<file path="src/rtl/basic_logic_unit_if.sv">
// Handshake bundle for basic_logic_unit: operand channel in, result channel with flags out.
interface basic_logic_unit_if #(
  parameter int WIDTH = 8,
  parameter int CNT_W = 16
) ();
  logic             in_valid;
  logic             in_ready;
  logic [WIDTH-1:0] a;
  logic [WIDTH-1:0] b;
  logic [2:0]       op;
  logic             out_valid;
  logic             out_ready;
  logic [WIDTH-1:0] y;
  logic             red_and;
  logic             red_or;
  logic             red_xor;
  logic             zero;
  logic [CNT_W-1:0] txn_count;

  modport master (
    output in_valid, a, b, op, out_ready,
    input  in_ready, out_valid, y, red_and, red_or, red_xor, zero, txn_count
  );

  modport slave (
    input  in_valid, a, b, op, out_ready,
    output in_ready, out_valid, y, red_and, red_or, red_xor, zero, txn_count
  );
endinterface

</file>
<file path="src/rtl/basic_logic_unit.sv">
// Two-stage bitwise logic unit: S1 captures operands, S2 holds the result and its reduction flags.
module basic_logic_unit #(
  parameter int WIDTH = 8,
  parameter int CNT_W = 16
) (
  input  logic                clk,
  input  logic                rst_n,
  basic_logic_unit_if.slave   bus
);

  logic             s1_valid_q, s1_valid_d;
  logic [WIDTH-1:0] s1_a_q, s1_a_d;
  logic [WIDTH-1:0] s1_b_q, s1_b_d;
  logic [2:0]       s1_op_q, s1_op_d;
  logic             out_valid_q, out_valid_d;
  logic [WIDTH-1:0] y_q, y_d;
  logic             red_and_q, red_and_d;
  logic             red_or_q, red_or_d;
  logic             red_xor_q, red_xor_d;
  logic             zero_q, zero_d;
  logic [CNT_W-1:0] txn_q, txn_d;

  logic             in_ready;
  logic             s1_load;
  logic             s2_load;
  logic             out_hs;
  logic [WIDTH-1:0] y_calc;

  always_comb begin
    unique case (s1_op_q)
      3'd0:    y_calc = s1_a_q & s1_b_q;
      3'd1:    y_calc = s1_a_q | s1_b_q;
      3'd2:    y_calc = s1_a_q ^ s1_b_q;
      3'd3:    y_calc = ~(s1_a_q & s1_b_q);
      3'd4:    y_calc = ~(s1_a_q | s1_b_q);
      3'd5:    y_calc = ~(s1_a_q ^ s1_b_q);
      3'd6:    y_calc = ~s1_a_q;
      default: y_calc = s1_a_q;
    endcase
  end

  always_comb begin
    // S2 frees up whenever its result is being taken, so in_ready never waits on in_valid
    s2_load  = s1_valid_q && (!out_valid_q || bus.out_ready);
    in_ready = !s1_valid_q || !out_valid_q || bus.out_ready;
    s1_load  = bus.in_valid && in_ready;
    out_hs   = out_valid_q && bus.out_ready;

    s1_valid_d = s1_valid_q;
    s1_a_d     = s1_a_q;
    s1_b_d     = s1_b_q;
    s1_op_d    = s1_op_q;
    if (s1_load) begin
      s1_valid_d = 1'b1;
      s1_a_d     = bus.a;
      s1_b_d     = bus.b;
      s1_op_d    = bus.op;
    end else if (s2_load) begin
      s1_valid_d = 1'b0;
    end

    out_valid_d = out_valid_q;
    y_d         = y_q;
    red_and_d   = red_and_q;
    red_or_d    = red_or_q;
    red_xor_d   = red_xor_q;
    zero_d      = zero_q;
    if (s2_load) begin
      out_valid_d = 1'b1;
      y_d         = y_calc;
      red_and_d   = &y_calc;
      red_or_d    = |y_calc;
      red_xor_d   = ^y_calc;
      zero_d      = (y_calc == '0);
    end else if (out_hs) begin
      out_valid_d = 1'b0;
    end

    txn_d = txn_q + CNT_W'(out_hs);
  end

  always_ff @(posedge clk) begin
    if (!rst_n) begin
      s1_valid_q  <= 1'b0;
      s1_a_q      <= '0;
      s1_b_q      <= '0;
      s1_op_q     <= '0;
      out_valid_q <= 1'b0;
      y_q         <= '0;
      red_and_q   <= 1'b0;
      red_or_q    <= 1'b0;
      red_xor_q   <= 1'b0;
      zero_q      <= 1'b0;
      txn_q       <= '0;
    end else begin
      s1_valid_q  <= s1_valid_d;
      s1_a_q      <= s1_a_d;
      s1_b_q      <= s1_b_d;
      s1_op_q     <= s1_op_d;
      out_valid_q <= out_valid_d;
      y_q         <= y_d;
      red_and_q   <= red_and_d;
      red_or_q    <= red_or_d;
      red_xor_q   <= red_xor_d;
      zero_q      <= zero_d;
      txn_q       <= txn_d;
    end
  end

  assign bus.in_ready  = in_ready;
  assign bus.out_valid = out_valid_q;
  assign bus.y         = y_q;
  assign bus.red_and   = red_and_q;
  assign bus.red_or    = red_or_q;
  assign bus.red_xor   = red_xor_q;
  assign bus.zero      = zero_q;
  assign bus.txn_count = txn_q;

endmodule
</file>
<file path="src/flat_wrapper.sv">
// flat-port wrapper written by rule: the top's interface ports become plain ports
module basic_logic_unit_flat 
#(
  parameter int WIDTH = 8,
  parameter int CNT_W = 16
)
  (clk, rst_n, bus_in_valid, bus_a, bus_b, bus_op, bus_out_ready, bus_in_ready, bus_out_valid, bus_y, bus_red_and, bus_red_or, bus_red_xor, bus_zero, bus_txn_count);
  basic_logic_unit_if #(.WIDTH(WIDTH), .CNT_W(CNT_W)) bus_i ();
  input  logic clk;
  input  logic rst_n;
  input wire logic [$bits(bus_i.in_valid)-1:0] bus_in_valid;
  input wire logic [$bits(bus_i.a)-1:0] bus_a;
  input wire logic [$bits(bus_i.b)-1:0] bus_b;
  input wire logic [$bits(bus_i.op)-1:0] bus_op;
  input wire logic [$bits(bus_i.out_ready)-1:0] bus_out_ready;
  output wire logic [$bits(bus_i.in_ready)-1:0] bus_in_ready;
  output wire logic [$bits(bus_i.out_valid)-1:0] bus_out_valid;
  output wire logic [$bits(bus_i.y)-1:0] bus_y;
  output wire logic [$bits(bus_i.red_and)-1:0] bus_red_and;
  output wire logic [$bits(bus_i.red_or)-1:0] bus_red_or;
  output wire logic [$bits(bus_i.red_xor)-1:0] bus_red_xor;
  output wire logic [$bits(bus_i.zero)-1:0] bus_zero;
  output wire logic [$bits(bus_i.txn_count)-1:0] bus_txn_count;
  assign bus_i.in_valid = bus_in_valid;
  assign bus_i.a = bus_a;
  assign bus_i.b = bus_b;
  assign bus_i.op = bus_op;
  assign bus_i.out_ready = bus_out_ready;
  assign bus_in_ready = bus_i.in_ready;
  assign bus_out_valid = bus_i.out_valid;
  assign bus_y = bus_i.y;
  assign bus_red_and = bus_i.red_and;
  assign bus_red_or = bus_i.red_or;
  assign bus_red_xor = bus_i.red_xor;
  assign bus_zero = bus_i.zero;
  assign bus_txn_count = bus_i.txn_count;
  basic_logic_unit #(.WIDTH(WIDTH), .CNT_W(CNT_W)) u_core (.clk(clk), .rst_n(rst_n), .bus(bus_i));
endmodule
</file>
<file path="config.mk">
export PLATFORM = sky130hd
export DESIGN_NAME = basic_logic_unit_flat
export DESIGN_NICKNAME = d
export VERILOG_FILES = /design/src/rtl/basic_logic_unit_if.sv /design/src/rtl/basic_logic_unit.sv /design/src/flat_wrapper.sv
export SDC_FILE = /design/constraint.sdc
export NUM_CORES = 1
export LEC_CHECK = 0
export BUFFER_PORTS_ARGS = -buffer_cell sky130_fd_sc_hd__buf_4
export CORE_AREA = 3 3 85 87
export CTS_CLUSTER_SIZE = 8
export DETAILED_ROUTE_END_ITERATION = 7
export DIE_AREA = 0 0 88 90
export PLACE_DENSITY_LB_ADDON = 0.15
export SYNTH_ARGS = -nofsm -noshare
export SYNTH_HDL_FRONTEND = slang
export SYNTH_SLANG_ARGS = --single-unit
</file>
<file path="constraint.sdc">
create_clock -name clk -period 3.93 [get_ports clk]
set_input_delay 0.1965 -clock clk [delete_from_list [all_inputs] [get_ports clk]]
set_output_delay 0.1965 -clock clk [all_outputs]
set_load 0.02 [all_outputs]
</file>
==> metrics.txt <==
status=finished, final reports clean; cts repair resizes=0; CTS max path bufs=2; H-tree level count=2; Final Hold Vio Count=0; synth top area cells=dfxtp_1, ha_1, nand2_1; setup TNS=0 ns; syn nets=approximately 390; Core Box Area=around 6400 um2; P per Cell Area=351 nW/um2; Synth top area share=33.9%; Routed Antenna Nets=0; FMAX=between 300 and 400 MHz; Hold/Removal Path Class=in2reg; Post-Synth Simple-Gate Area=18.9%; Yosys warnings=0; r2r endpoint=u_core.bus.red_xor; final core utilization=53.3%; Antenna diodes=0; post-synthesis mux area share=12.1%; DRC=0; GRT Total Usage=roughly 16%; Synth Area in XOR/XNOR=3.93%; Cells after Synth=337; ys flop type=dfxtp_1; hold worst-path end=u_core.s1_a_q[4]; HP Start=bus_a[4]; DR vias=2359; slew margin rel.=between 40% and 50%; Avg Vias per Cell=~5; top sig layer=met4; Skew-Pair Late Insertion Delay=0.31 ns; cts bufs inserted=5; Die Width=88 um; post-DP HPWL=4670 um; WL met3=~290 um; CTS Sinks=49; GPL Wtd Cong=0.756; async set-reset flop share out of synthesis=0%; Hold Slack=0.132 ns; post-synthesis adder-cell area fraction=10.8%; met1 wire length=3050 um; post-cts hold buffer count=0; Final WS setup=about 1.1 ns; final setup fails=0; P_leak=1.52 nW; metal2 WL=2790 um; Post-CTS Setup Inserts=0; skew final=roughly 0.006 ns; hold depth=3; Final nets=429; die area=7920 um2; First DRT Iteration DRCs=71; RSZ-0062 raised after global routing=false; worst path required time=4.16 ns; Slew @ Worst Pin=0.847 ns; Post-Place Worst Slack=1.10 ns; CP Data Arrival Time=approximately 3.1 ns; dominant cell type by area after synthesis=dfxtp_1; number of global-route vias before repair=2094; reg-to-reg startpoint=u_core.s1_op_q[1]; Netlist cell types=between 40 and 50; VDD IR-drop max=0.000189 V; Final Critical Period=between 2 and 3 ns; CTS root buffer=clkbuf_8; Syn Area/Cell=8.59 um2; Max Slew Vio Count=0; Startpoint Class=flip-flop; most frequent cell after synthesis=nand2_1; highest cell delay on the worst timing path=0.85 ns; Area Growth Syn to Fin=18.3%; final WL=6170 um; FF-to-FF path depth=7; Synth Area in Compound Gates=12.9%; Initial Util=between 40% and 50%; total grt overflow=0; largest net degree at the start of global routing=40; DR pass1 iterations=4; combinational family with the most area after synthesis=simple AND/OR/NAND/NOR gates; Max-Cap Viols=0; first-pass GRT wire length=10200 um; clk slew on worst S/H paths=0.09 ns; share of layout cells above drive strength 1=21.5%; register area share after synthesis=33.9%; Port-buffer cells=52; Synth top cells by count=nand2_1, dfxtp_1, a21oi_1; most frequent CP cell=xnor2_1; Yosys reg bits=49; fin crit share=72.3%; type of element capturing the critical path=flip-flop; Die Height=90 um; Crit Path Class=reg2reg; Tot Pwr=1.20 mW; Ports=53; DR WL/cell=13.4 um; R2R Setup Slk=1.09 ns; CTS tree=done; initial antenna violation count=0; Mapped Area=2900 um2; CP max FO=22; Crit-path slowest cell=dfxtp_1; # rows=29; CP cell instances=inv_2 > mux2_2 > mux4_2 > ha_1 > xnor2_1 > xnor2_1 > a211oi_1; Post-synth EDFFs=0
==> cell type report <==
cell class                      count  area, um2
Fill cell                         619       3000
Multi-Input combinational cell    243       1700
Timing Repair Buffer               54        405
Sequential cell                    49        981
Clock inverter                      3       68.8
Tap cell                           77       96.3
Clock buffer                        5       68.8
Inverter                           28        110
==> sequential cells by signal, indices dropped and copies added (netlist names) <==
register,cells
u_core.bus.txn_count,16
u_core.bus.red_and,1
u_core.bus.red_or,1
u_core.s1_a_q,8
u_core.bus.y,8
u_core.bus.zero,1
u_core.bus.red_xor,1
u_core.s1_op_q,3
u_core.s1_b_q,8
u_core.s1_valid_q,1
u_core.bus.out_valid,1
==> kinds of logic (layout without fill, tap and decap cells) <==
kind of cell,Yosys count,in the layout
and+or+nand+nor,115,115
DFF,49,49
xor gates and xnor gates,13,13
adders and majority gates,25,25
AOI/OAI and AO/OA,63,63
buffers and inverters,45,90
muxes,27,27
==> per-stage QoR <==
stage | instance area, um2 | std cells
4_1_cts | 3430 | 459
3_5_place_dp | 3290 | 451
3_3_place_gp | 3290 | 451
2_1_floorplan | 2900 | 337
5_1_grt | 3430 | 459
6_report | 3430 | 459
==> worst max path at each step <==
stage                      startpoint                  to  slack, ns  cells after the start
floorplan            u_core.s1_a_q[1]  u_core.bus.red_xor       1.67                      9
global placement    u_core.s1_op_q[1]  u_core.bus.red_xor       1.17                      8
detailed placement  u_core.s1_op_q[1]  u_core.bus.red_xor       1.10                      8
CTS                 u_core.s1_op_q[1]  u_core.bus.red_xor       1.08                      8
global route        u_core.s1_op_q[1]  u_core.bus.red_xor       0.93                      8
finish              u_core.s1_op_q[1]  u_core.bus.red_xor       1.09                      7
==> report_power, final <==
group,internal [mW],leakage (nW),switching [mW],total [mW]
sequential,0.518,0.401,0.0230,0.541
combinational,0.111,1.05,0.114,0.225
clock,0.256,0.0687,0.179,0.435
total,0.885,1.52,0.316,1.20
==> cells in the final DEF, fill, tap and decap left out, types with 2 or more instances in the layout <==
master | Yosys | routed
xor2_1 | 8 | 8
o21ai_0 | 12 | 12
a21oi_1 | 31 | 31
nand3b_1 | 2 | 2
a31oi_1 | 4 | 4
buf_4 | 0 | 54
ha_1 | 25 | 25
mux4_2 | 5 | 5
mux2_1 | 2 | 2
or3_1 | 4 | 4
and2_1 | 6 | 6
nor2_1 | 20 | 20
xnor2_1 | 5 | 5
mux2_2 | 7 | 7
nand4_1 | 6 | 6
inv_1 | 26 | 26
a211oi_1 | 3 | 3
nand3_1 | 7 | 7
inv_6 | 1 | 2
bufinv_16 | 0 | 2
nand2b_1 | 6 | 6
and4_1 | 4 | 4
nand2_1 | 53 | 53
o22ai_1 | 2 | 2
mux2i_1 | 12 | 12
nor2b_1 | 3 | 3
dfxtp_1 | 49 | 49
clkbuf_8 | 3 | 5
==> per-layer routing <==
| metal | global-route usage (%) | vias to the layer above |
|---|---|---|
| met1 | 23.3 | 1075 |
| li1 | - | 1236 |
| met4 | 4.22 | 0 |
| met3 | 3.66 | 2 |
| met2 | 23.2 | 46 |
| met5 | 0 | - |
==> critical path, delay by kind of cell (launching register included) <==
kind / cells / cell delay (ns)
muxes: 2 / 0.85
DFF: 1 / 0.85
adders and majority gates: 1 / 0.32
xor gates and xnor gates: 2 / 0.29
buffers and inverters: 1 / 0.24
AOI/OAI and AO/OA: 1 / 0.21
(Power assumes the default switching activity.)
